File: config.mk
export PLATFORM = sky130hd
export DESIGN_NAME = bit_serial_addsub
export DESIGN_NICKNAME = d
export VERILOG_FILES = /design/src/rtl/bit_serial_addsub.sv
export SDC_FILE = /design/constraint.sdc
export NUM_CORES = 1
export LEC_CHECK = 0
export BUFFER_PORTS_ARGS = -buffer_cell sky130_fd_sc_hd__buf_4
export CAP_MARGIN = 20
export CORE_ASPECT_RATIO = 1.4
export CORE_MARGIN = 2
export CORE_UTILIZATION = 53
export CTS_CLUSTER_DIAMETER = 50
export DETAILED_ROUTE_END_ITERATION = 8
export PLACE_DENSITY_LB_ADDON = 0.3
export RECOVER_POWER = 25
export SLEW_MARGIN = 5
export SYNTH_ARGS = -nofsm -noshare
export SYNTH_HDL_FRONTEND = slang
export SYNTH_SLANG_ARGS = --single-unit
export TNS_END_PERCENT = 50
File: constraint.sdc
create_clock -name clk -period 1.8 [get_ports clk]
set_input_delay 0.36 -clock clk [delete_from_list [all_inputs] [get_ports clk]]
set_output_delay 0.36 -clock clk [all_outputs]
set_load 0.02 [all_outputs]
File: src/rtl/bit_serial_addsub.sv
// Bit-serial adder/subtractor: one full-adder slice and a carry flop process
// the operands LSB first, one bit per clock, behind start/ready and valid/ack.
module bit_serial_addsub #(
  parameter int WIDTH = 8,
  parameter int CNT_W = $clog2(WIDTH + 1)
) (
  input  logic             clk,
  input  logic             reset,
  input  logic             start,
  input  logic             sub,
  input  logic [WIDTH-1:0] a,
  input  logic [WIDTH-1:0] b,
  input  logic             ack,
  output logic             ready,
  output logic             valid,
  output logic [WIDTH-1:0] sum,
  output logic             cout,
  output logic             ovf
);

  typedef enum logic [1:0] {
    IDLE = 2'd0,
    RUN  = 2'd1,
    DONE = 2'd2
  } state_t;

  state_t           state, state_nx;
  logic [WIDTH-1:0] sa, sb;
  logic             carry;
  logic [CNT_W-1:0] cnt;
  logic             fa_s, fa_c, last;

  always_comb begin
    fa_s = sa[0] ^ sb[0] ^ carry;
    fa_c = (sa[0] & sb[0]) | (carry & (sa[0] ^ sb[0]));
    last = (cnt == CNT_W'(WIDTH - 1));
  end

  always_comb begin
    state_nx = state;
    case (state)
      IDLE:    if (start) state_nx = RUN;
      RUN:     if (last)  state_nx = DONE;
      DONE:    if (ack)   state_nx = IDLE;
      default: state_nx = IDLE;
    endcase
  end

  always_ff @(posedge clk or negedge reset) begin
    if (!reset) state <= IDLE;
    else        state <= state_nx;
  end

  // Subtraction is a + ~b + 1: the +1 enters as the initial carry.
  always_ff @(posedge clk or negedge reset) begin
    if (!reset) begin
      sa    <= '0;
      sb    <= '0;
      carry <= 1'b0;
      cnt   <= '0;
      sum   <= '0;
      cout  <= 1'b0;
      ovf   <= 1'b0;
    end else begin
      case (state)
        IDLE: begin
          if (start) begin
            sa    <= a;
            sb    <= sub ? ~b : b;
            carry <= sub;
            cnt   <= '0;
          end
        end
        RUN: begin
          sum   <= {fa_s, sum[WIDTH-1:1]};
          sa    <= sa >> 1;
          sb    <= sb >> 1;
          carry <= fa_c;
          cnt   <= cnt + 1'b1;
          // On the MSB slice, carry holds the carry into the MSB.
          if (last) begin
            ovf  <= carry ^ fa_c;
            cout <= fa_c;
          end
        end
        default: ;
      endcase
    end
  end

  assign ready = (state == IDLE);
  assign valid = (state == DONE);

endmodule
* Yosys cells after proc, flatten, opt, wreduce, memory -nomap -nowiden *
Index checks and enable logic that the tools add are counted.

operators by class
  reductions and logical operators = 5
  magnitude comparators = 0
  bitwise logic cells = 7
  $add $sub $neg = 1
  equality and inequality tests = 6
  multiply operators = 0
  shift operators = 0
  muxes and demuxes = 13
  div/mod/pow operators = 0

operators with widths
  cell                                                             count
  8-bit one-hot mux with 2 select lines                            2
  8-bit two-way mux                                                3
  8-bit NOT                                                        1
  4-bit one-hot mux with 2 select lines                            1
  2-bit two-way mux                                                3
  2-bit != test, second input constant                             3
  2-bit one-hot mux with 3 select lines                            1
  4-bit by 1-bit adder with 4-bit output, second input constant    1
  4-bit by 3-bit == test with 1-bit output, second input constant  1
  4-bit two-way mux                                                1
  2-bit AND reduction                                              2
  3-bit AND reduction                                              1
  1-bit XOR                                                        3
  1-bit bitwise AND                                                2
  2-bit by 1-bit == test with 1-bit output, second input constant  1
  2-bit == test, second input constant                             1
  2-bit logical NOT                                                1
  1-bit one-hot mux with 2 select lines                            1
  2-bit nonzero test                                               1
  1-bit two-way mux                                                1
  1-bit OR                                                         1

word-level totals
  bits in registers = 33
  bits of input ports = 21
  word-level logic and storage cells = 40
  latch bits = 0
  bits in writable memories = 0
  ROM bits = 0
  memories kept = 0
  output and inout bits = 12

* Longest topological paths before layout *
Gate-level depths: netlist (run 1).

  word-level depth = 4
  mapped depth = 4
  gate-level depth less buffers = 4

* Worst setup path before layout (run 1) *
OpenSTA, ideal clock, no wires.

  path kind = reg-to-output
  start = register state[1]
  end = output port ready
  arrival time = 1045 ps
  data required time = 1440 ps
  buffers on the path = 2
  setup slack = 395 ps
  cell stages (with the launch flop) = 4
  cells stage by stage = dfrtp_1 -> buf_2 -> clkbuf_1 -> nor2_1

between the ends
  word-level cells in the longest chain between the ends = 1

RTL lines
  element                   line  RTL
  start: declaration        27    state_t state, state_nx;
  start signal: assignment  51    else state <= state_nx;
  2-bit logical NOT         91    assign ready = (state == IDLE);
  end: declaration          14    output logic ready,

Every way passes these cells.

* Worst setup path after layout (run 1) *
  start = register state[0]
  end = output port valid

between the ends
  word-level cells in the longest chain between the ends = 1

RTL lines
  element           line  RTL
  2-bit == test     92    assign valid = (state == DONE);
  end: declaration  15    output logic valid,

Every way passes these cells.

==> flow_metrics.tcl, run 1 <==
set metrics [dict create \
    reg2reg_from "sa[0]$_DFFE_PN0P_" \
    fmax_mhz 589 \
    syn_inst 164 \
    final_cell_mix "38 x buf_4, 35 x nand2_1, 32 x dfrtp_1" \
    globalplace.congestion 0.741 \
    maxCapViolCount 0 \
    crit_fanout 13 \
    ys_seq_area_share_pct 51.3 \
    ys.flop_type "dfrtp_1" \
    async_reset_ff_share_pct 100 \
    setup_tns_ns 0 \
    synth-edff-count 0 \
    antennaDiodeCount 0 \
    whs_ns 0.139 \
    htreeDepth 2 \
    cp-start-kind "register" \
    status "finished clean" \
    crit_path_end_kind "output port" \
    power_density_mw_per_mm2 1560 \
    grt_pass1_wl_um 6260 \
    clkTransAtPathRegs_ns 0.06 \
    cts-root-buf "clkbuf_8" \
    ctsHoldBuffers 0 \
    synth_nets 187 \
    io_pins 33 \
    drv_slew 0 \
    initial_utilization_pct 56.0 \
    via_count 1322 \
    wirelength_um 3500 \
    grt_max_degree 34 \
    min_period_ns 1.70 \
    die_w_um 50.6 \
    tritoncts "yes" \
    grt_usage_pct 23.6 \
    r2r_end "ovf$_DFFE_PN0P_" \
    yosys_register_bits 33 \
    clock_sinks 33 \
    slew_headroom_pct 47.7 \
    reg2reg_depth 3 \
    setup_slack_ns 0.103 \
    viasPerCell 5.58 \
    cp_num_cells 3 \
    clk_latency_ns 0.29 \
    leakage_nw 0.963 \
    antenna_found_initial 0 \
    cp_top_family "flip-flops" \
    post_cts_buffers 0 \
    place_hpwl_um 2630 \
    ys_warn_count 0 \
    max_stage_delay_ns 0.48 \
    cts_buffers 5 \
    ctsResizeCount 0 \
    tightest_slew_ns 0.785 \
    setup_viol 0 \
    cp_num_buf_inv 2 \
    drt_iter0_drc 30 \
    io_buffers 32 \
    synth_cell_types 29 \
    nets 222 \
    final_layout_size_suffix_gt1_share_pct 26.5 \
    r2r_setup_slack_ns 0.37 \
    drc 0 \
    synthToLayoutAreaGrowth_pct 24.2 \
    peakVddDrop_mv 0.791 \
    routedWlPerCell_um 14.8 \
    final-hold-violation-count 0 \
    rsz0062_at_grt "false" \
    cp.required_ns 1.44 \
    grt_pass1_vias 1408 \
    slowest_stage "dfrtp_2" \
    grt_overflow 0 \
    place_ws_ns 0.353 \
    final_common_cell "buf_4" \
    firstDrtPassIters 4 \
    die_h_um 69.2 \
    antenna_left 0 \
    cp_cell_sequence "buf_4 -> nor2b_1 -> buf_4" \
    critPathKind "register to output port" \
    hold_class "primary input to async pin" \
    avgSynthCellArea_um2 9.82 \
    fp-row-count 23 \
    die-area_mm2 0.00350 \
    coreArea_mm2 0.00288 \
    crit_path_frequent_cell "buf_4" \
    clock_path_buffers 2 \
    syn_area_mm2 0.00161 \
    crit_arrival_ns 1.34 \
    fin_skew_ns 0.00251 \
    period_share_pct 94.3 \
]
==> kinds of logic (layout without fill, tap and decap cells) <==
group	Yosys count	in the layout	share of synthesized area, %
AO/OA/AOI/OAI	46	46	19.4
XOR/XNOR	9	9	4.90
adder cells (fa/ha/maj)	2	2	2.02
buffers and inverters	15	51	4.04
flip-flops	33	33	51.3
multiplexers	3	3	2.10
AND/OR/NAND/NOR	56	56	16.2
==> worst reg2reg max path, delay by kind of cell (launching register included) <==
family,cells,cell delay [ns]
XOR/XNOR,1,0.17
adder cells (fa/ha/maj),1,0.47
flip-flops,1,0.41
multiplexers,1,0.26
==> where the power goes <==
part	total (mW)	internal, mW	switching (mW)
registers	1.29	1.04	0.251
logic	1.21	0.564	0.644
clock network	0.610	0.345	0.265
total	3.11	1.95	1.16
==> layer usage <==
| metal | up-vias | routed length [µm] | global-route usage (%) |
|---|---|---|---|
| met4 | 0 | 95 | 10.8 |
| met2 | 33 | 1870 | 40.6 |
| met5 | - | 0 | 0 |
| li1 | 638 | - | - |
| met3 | 12 | 157 | 6.25 |
| met1 | 639 | 1370 | 26.7 |
==> cell usage after synthesis, types with 2 or more instances <==
cell type	number	area [µm²]
o32ai_1	2	17.5
nor2_1	3	11.3
a22oi_1	10	75.1
mux2_2	3	33.8
inv_1	4	15.0
nand2_1	35	131
clkbuf_1	4	15.0
buf_2	7	35.0
a21oi_1	10	50.1
a22o_1	2	17.5
o21ai_0	11	55.1
dfrtp_1	33	826
xnor2_1	7	61.3
and2b_1	2	15.0
o221ai_1	3	26.3
nor2b_1	11	68.8
a221o_1	2	20.0
nand3_1	2	10.0
o211ai_1	2	15.0
xor2_1	2	17.5
==> registers in the layout, summed over array words and instances, names as in the netlist <==
signal and flops:
sa 8, sb 8, sum 8, cnt 4, state 2, carry 1, cout 1, ovf 1
==> through the flow <==
stage                     cell area (µm²)  total power [mW]  cells  util, %
final                                2000              3.11    237     69.5
after global routing                 2000              3.36    237     69.5
after CTS                            2000              3.15    237     69.5
after detailed placement             1900              2.53    229     66.0
after global placement               1900              2.46    229     66.0
after floorplan                      1610              2.06    164        -
==> worst max-delay path by stage <==
stage | start | end | slack [ns]
after floorplan | state[1]$_DFFE_PN0P_ | ready | 0.39
after global placement | sa[0]$_DFFE_PN0P_ | ovf$_DFFE_PN0P_ | 0.39
after detailed placement | start | sb[2]$_DFFE_PN0P_ | 0.35
after CTS | state[0]$_DFFE_PN0P_ | valid | 0.04
after global routing | state[0]$_DFFE_PN0P_ | valid | 0.02
final | state[0]$_DFFE_PN0P_ | valid | 0.10
==> cell type report <==
| cell class | count | area (µm²) |
|---|---|---|
| Inverter | 4 | 15.0 |
| Clock buffer | 7 | 96.3 |
| Sequential cell | 33 | 827 |
| Multi-Input combinational cell | 116 | 719 |
| Clock inverter | 1 | 5.00 |
| Timing Repair Buffer | 39 | 290 |
| Fill cell | 216 | 878 |
| Tap cell | 37 | 46.3 |
(Power assumes the default switching activity.)
==> run 2: changes to the inputs <==
Clock period 1.8 ns to 1.93 ns, I/O delays scaled along.
==> run 2 against run 1 <==
Net effect:
- register-to-register slack worse by 0.04 ns
- design area is 1.2% lower
- global-route usage is 0.082 points lower
- sequential power decreased by 5%
- critical path depth shrank 1
- non-clock buffer count decreased by 1
- clock power shrank 17%
- first-iteration DRC count is 20% lower
==> flow_metrics.tcl, run 2 (synthesis results as in run 1) <==
set metrics [dict create \
    status "finished clean" \
    firstDrtPassIters 4 \
    reg2reg_from "state[0]$_DFFE_PN0P_" \
    antenna_left 0 \
    place_hpwl_um 2530 \
    antenna_found_initial 0 \
    reg2reg_depth 4 \
    r2r_end "sa[3]$_DFFE_PN0P_" \
    initial_utilization_pct 56.0 \
    grt_usage_pct 23.6 \
    routedWlPerCell_um 14.8 \
    grt_pass1_wl_um 6310 \
    coreArea_mm2 0.00288 \
    io_buffers 32 \
    min_period_ns 1.67 \
    final_cell_mix "37 x buf_4, 35 x nand2_1, 33 x dfrtp_1" \
    die_h_um 69.2 \
    hold_class "primary input to async pin" \
    clock_sinks 33 \
    nets 221 \
    clock_path_buffers 2 \
    cp-start-kind "register" \
    ctsResizeCount 0 \
    n_fill_cell 240 \
    viasPerCell 5.67 \
    die-area_mm2 0.00350 \
    grt_max_degree 34 \
    slew_headroom_pct 46.0 \
    antennaDiodeCount 0 \
    setup_tns_ns 0 \
    crit_arrival_ns 1.29 \
    crit_fanout 13 \
    reg.largest.list "sa x8, sb x8, sum x8" \
    fp-row-count 23 \
    tritoncts "yes" \
    peakVddDrop_mv 0.727 \
    drv_slew 0 \
    synthToLayoutAreaGrowth_pct 22.7 \
    io_pins 33 \
    final_common_cell "buf_4" \
    maxCapViolCount 0 \
    setup_viol 0 \
    cts_buffers 5 \
    place_ws_ns 0.389 \
    setup_slack_ns 0.257 \
    rsz0062_at_grt "false" \
    leakage_nw 0.948 \
    tightest_slew_ns 0.810 \
    via_count 1333 \
    period_share_pct 86.7 \
    grt_pass1_vias 1427 \
    globalplace.congestion 0.777 \
    grt_overflow 0 \
    final_layout_size_suffix_gt1_share_pct 24.7 \
    wirelength_um 3470 \
    ctsHoldBuffers 0 \
    fin_skew_ns 0.00249 \
    cp.required_ns 1.54 \
    critPathKind "register to output port" \
    cts-root-buf "clkbuf_8" \
    post_cts_buffers 0 \
    crit_path_end_kind "output port" \
    final-hold-violation-count 0 \
    placed_area_mm2 0.00189 \
    drc 0 \
    htreeDepth 2 \
    die_w_um 50.6 \
    clkTransAtPathRegs_ns 0.06 \
    clk_latency_ns 0.28 \
    whs_ns 0.185 \
    fmax_mhz 598 \
    power_density_mw_per_mm2 1440 \
    drt_iter0_drc 24 \
    r2r_setup_slack_ns 0.33 \
    design_area_mm2 0.00198 \
]
[run 2: worst max path at each step]
stage                              start                 to  slack (ns)  depth (start not counted)
CTS                 state[1]$_DFFE_PN0P_              valid        0.28                          2
finish              state[1]$_DFFE_PN0P_              valid        0.26                          2
detailed placement  state[0]$_DFFE_PN0P_  sa[3]$_DFFE_PN0P_        0.39                          4
floorplan           state[1]$_DFFE_PN0P_              ready        0.50                          3
global route        state[0]$_DFFE_PN0P_  sa[3]$_DFFE_PN0P_        0.17                          4
global placement    state[0]$_DFFE_PN0P_  sa[2]$_DFFE_PN0P_        0.45                          4
[run 2: cell type report]
type / instances / area, µm² / area share, %
Tap cell: 37 / 46.3 / 2.34
Sequential cell: 33 / 826 / 41.8
Inverter: 4 / 15.0 / 0.760
Timing Repair Buffer: 38 / 283 / 14.3
Clock buffer: 7 / 86.3 / 4.37
Multi-Input combinational cell: 116 / 719 / 36.4
[run 2: power breakdown]
part           internal, mW  switching (mW)  total (mW)
registers             0.971           0.261        1.23
clock network         0.282           0.223       0.506
logic                 0.521           0.583        1.10
total                  1.77            1.07        2.84
[run 2: per-layer routing]
metal  up-vias  GRT usage, %  wire length, µm
met5         -             0                0
met4         0          10.2               61
met3         9          6.90              165
met2        42          38.9             1890
met1       642          28.1             1360
li1        640             -                -
[run 2: metrics by stage]
| step | instances | total power, mW | util (%) |
|---|---|---|---|
| floorplan | 164 | 1.93 | - |
| global placement | 228 | 2.28 | 65.7 |
| detailed placement | 228 | 2.36 | 65.7 |
| CTS | 235 | 2.87 | 68.7 |
| global route | 235 | 3.08 | 68.7 |
| finish | 235 | 2.84 | 68.7 |
[run 2: worst max-delay path: stages, from the launching register on]
cell,delay [ns]
dfrtp_1,0.60
nor2b_1,0.24
buf_4,0.17
==> run 3: changes to the inputs <==
Settings changed: GPL_TIMING_DRIVEN set to 0.
==> run 3 against run 2 <==
Net effect:
- hold slack worse by 0.0080 ns
- power is 0.60% lower
- clock skew is 0.0039 ns higher
- clock power is 2% higher
- critical path type unchanged
- critical endpoint is now ready
- largest power group unchanged
==> flow_metrics.tcl, run 3 (synthesis results as in run 1) <==
set metrics [dict create \
    leakage_nw 0.948 \
    grt_overflow 0 \
    peakVddDrop_mv 0.919 \
    die-area_mm2 0.00350 \
    place_hpwl_um 2470 \
    intPower_mw 1.75 \
    final_common_cell "nand2_1" \
    io_pins 33 \
    htreeDepth 2 \
    fmax_mhz 555 \
    cts_buffers 5 \
    cp_num_buf_inv 3 \
    cp_cell_sequence "buf_2 -> clkbuf_2 -> nor2_1 -> buf_4" \
    multi_input_area_um2 719 \
    dp_cells 232 \
    tritoncts "yes" \
    final-hold-violation-count 0 \
    power_switching_share_pct 38.0 \
    n_fill_cell 239 \
    io_buffers 31 \
    setup_viol 0 \
    maxCapViolCount 0 \
    place_ws_ns 0.312 \
    tightest_slew_ns 0.811 \
    slowest_stage "dfrtp_1" \
    register_area_um2 826 \
    antenna_left 0 \
    cp-start-kind "register" \
    seq_power_share_pct 42.4 \
    viasPerCell 5.43 \
    min_period_ns 1.80 \
    clkPwrFrac_pct 18.3 \
    max_stage_delay_ns 0.40 \
    clkTransAtPathRegs_ns 0.07 \
    met3_usage_pct 6.25 \
    nets 225 \
    antennaDiodeCount 0 \
    grt_usage_pct 22.4 \
    die_w_um 50.6 \
    final_layout_size_suffix_gt1_share_pct 24.8 \
    initial_utilization_pct 56.0 \
    rsz0062_at_grt "false" \
    globalplace.congestion 0.800 \
    wirelength_um 3390 \
    grt_pass1_vias 1338 \
    critPathKind "register to output port" \
    synthToLayoutAreaGrowth_pct 22.6 \
    power_density_mw_per_mm2 1430 \
    clock_path_buffers 2 \
    power_mw 2.82 \
    top_usage_layer "met2" \
    die_h_um 69.2 \
    p_sw_mw 1.07 \
    setup_tns_ns 0 \
    reg2reg_depth 3 \
    period_share_pct 93.3 \
    cp_top_family "buffers and inverters" \
    ctsHoldBuffers 0 \
    cts-root-buf "clkbuf_8" \
    status "finished clean" \
    setup_slack_ns 0.129 \
    reg.largest.list "sa x8, sb x8, sum x8" \
    crit_path_end_kind "output port" \
    grt.met2_usage_pct 37.4 \
    antenna_found_initial 0 \
    comb_power_share_pct 39.4 \
    grt_pass1_wl_um 5910 \
    routedWlPerCell_um 14.2 \
    coreArea_mm2 0.00288 \
    instances_no_fill 239 \
    clk_latency_ns 0.29 \
    drc 0 \
    drt_iter0_drc 31 \
    fp-row-count 23 \
    hold_class "primary input to async pin" \
    drv_slew 0 \
    clock_sinks 33 \
    via_count 1298 \
    slew_headroom_pct 45.9 \
    cp_num_cells 4 \
    fin_skew_ns 0.00636 \
    groute.layer.met1.usage_pct 26.2 \
    cp.required_ns 1.54 \
    firstDrtPassIters 6 \
    fin_util_pct 68.6 \
    crit_fanout 10 \
    final_cell_mix "35 x nand2_1, 33 x dfrtp_1, 30 x buf_4" \
    crit_arrival_ns 1.42 \
    grt_max_degree 34 \
]
## run 3: cell types whose count changed in the layout (fill, tap and decap cells not counted), sizes merged
cell	before	now
clkbuf	8	12
## run 3: path summary, 6_finish.rpt
path	from	endpoint	slack [ns]
setup / recovery	state[1]$_DFFE_PN0P_	ready	0.13
hold / removal	reset	sb[6]$_DFFE_PN0P_	0.18
setup reg to reg	sa[0]$_DFFE_PN0P_	ovf$_DFFE_PN0P_	0.49
hold reg to reg	sum[0]$_DFFE_PN0P_	sum[0]$_DFFE_PN0P_	0.48
max in group asynchronous	reset	sum[3]$_DFFE_PN0P_	1.23
min in group clk	a[7]	sa[7]$_DFFE_PN0P_	0.38
## run 3: area by class of cell
cell class,count,area share (%)
Inverter,4,0.760
Tap cell,37,2.34
Sequential cell,33,41.8
Multi-Input combinational cell,116,36.4
Timing Repair Buffer,31,11.7
Clock buffer,7,4.37
Buffer,11,2.60
## run 3: worst register-to-register path: stages, from the launching register on
cell	delay, ns
dfrtp_1	0.41
fa_1	0.48
xor2_1	0.18
mux2_2	0.26
## run 3: through the flow
| stage | area (µm²) | hold WS (ns) |
|---|---|---|
| finish | 1970 | 0.177 |
| detailed placement | 1890 | 0.352 |
| global route | 1970 | 0.258 |
| CTS | 1980 | 0.0420 |
| floorplan | 1610 | 0.0904 |
| global placement | 1890 | 0.343 |
## run 3: layer usage
layer  routed length, µm  up-vias
li1                    -      642
met3                 154        6
met2                1740       31
met1                1430      619
met5                   0        -
met4                  57        0
## run 3: repair_timing
action	4_1_cts	5_1_grt
resized for setup	0	2
setup buffers	0	0
endpoints found under the setup margin	0	1
## run 3: power by group through the flow
| stage | combinational [mW] | sequential, mW | clock (mW) |
|---|---|---|---|
| floorplan | 0.671 | 1.25 | 0 |
| global placement | 1.08 | 1.19 | 0 |
| detailed placement | 1.13 | 1.20 | 0 |
| CTS | 1.13 | 1.20 | 0.525 |
| global route | 1.26 | 1.23 | 0.554 |
| finish | 1.11 | 1.20 | 0.516 |
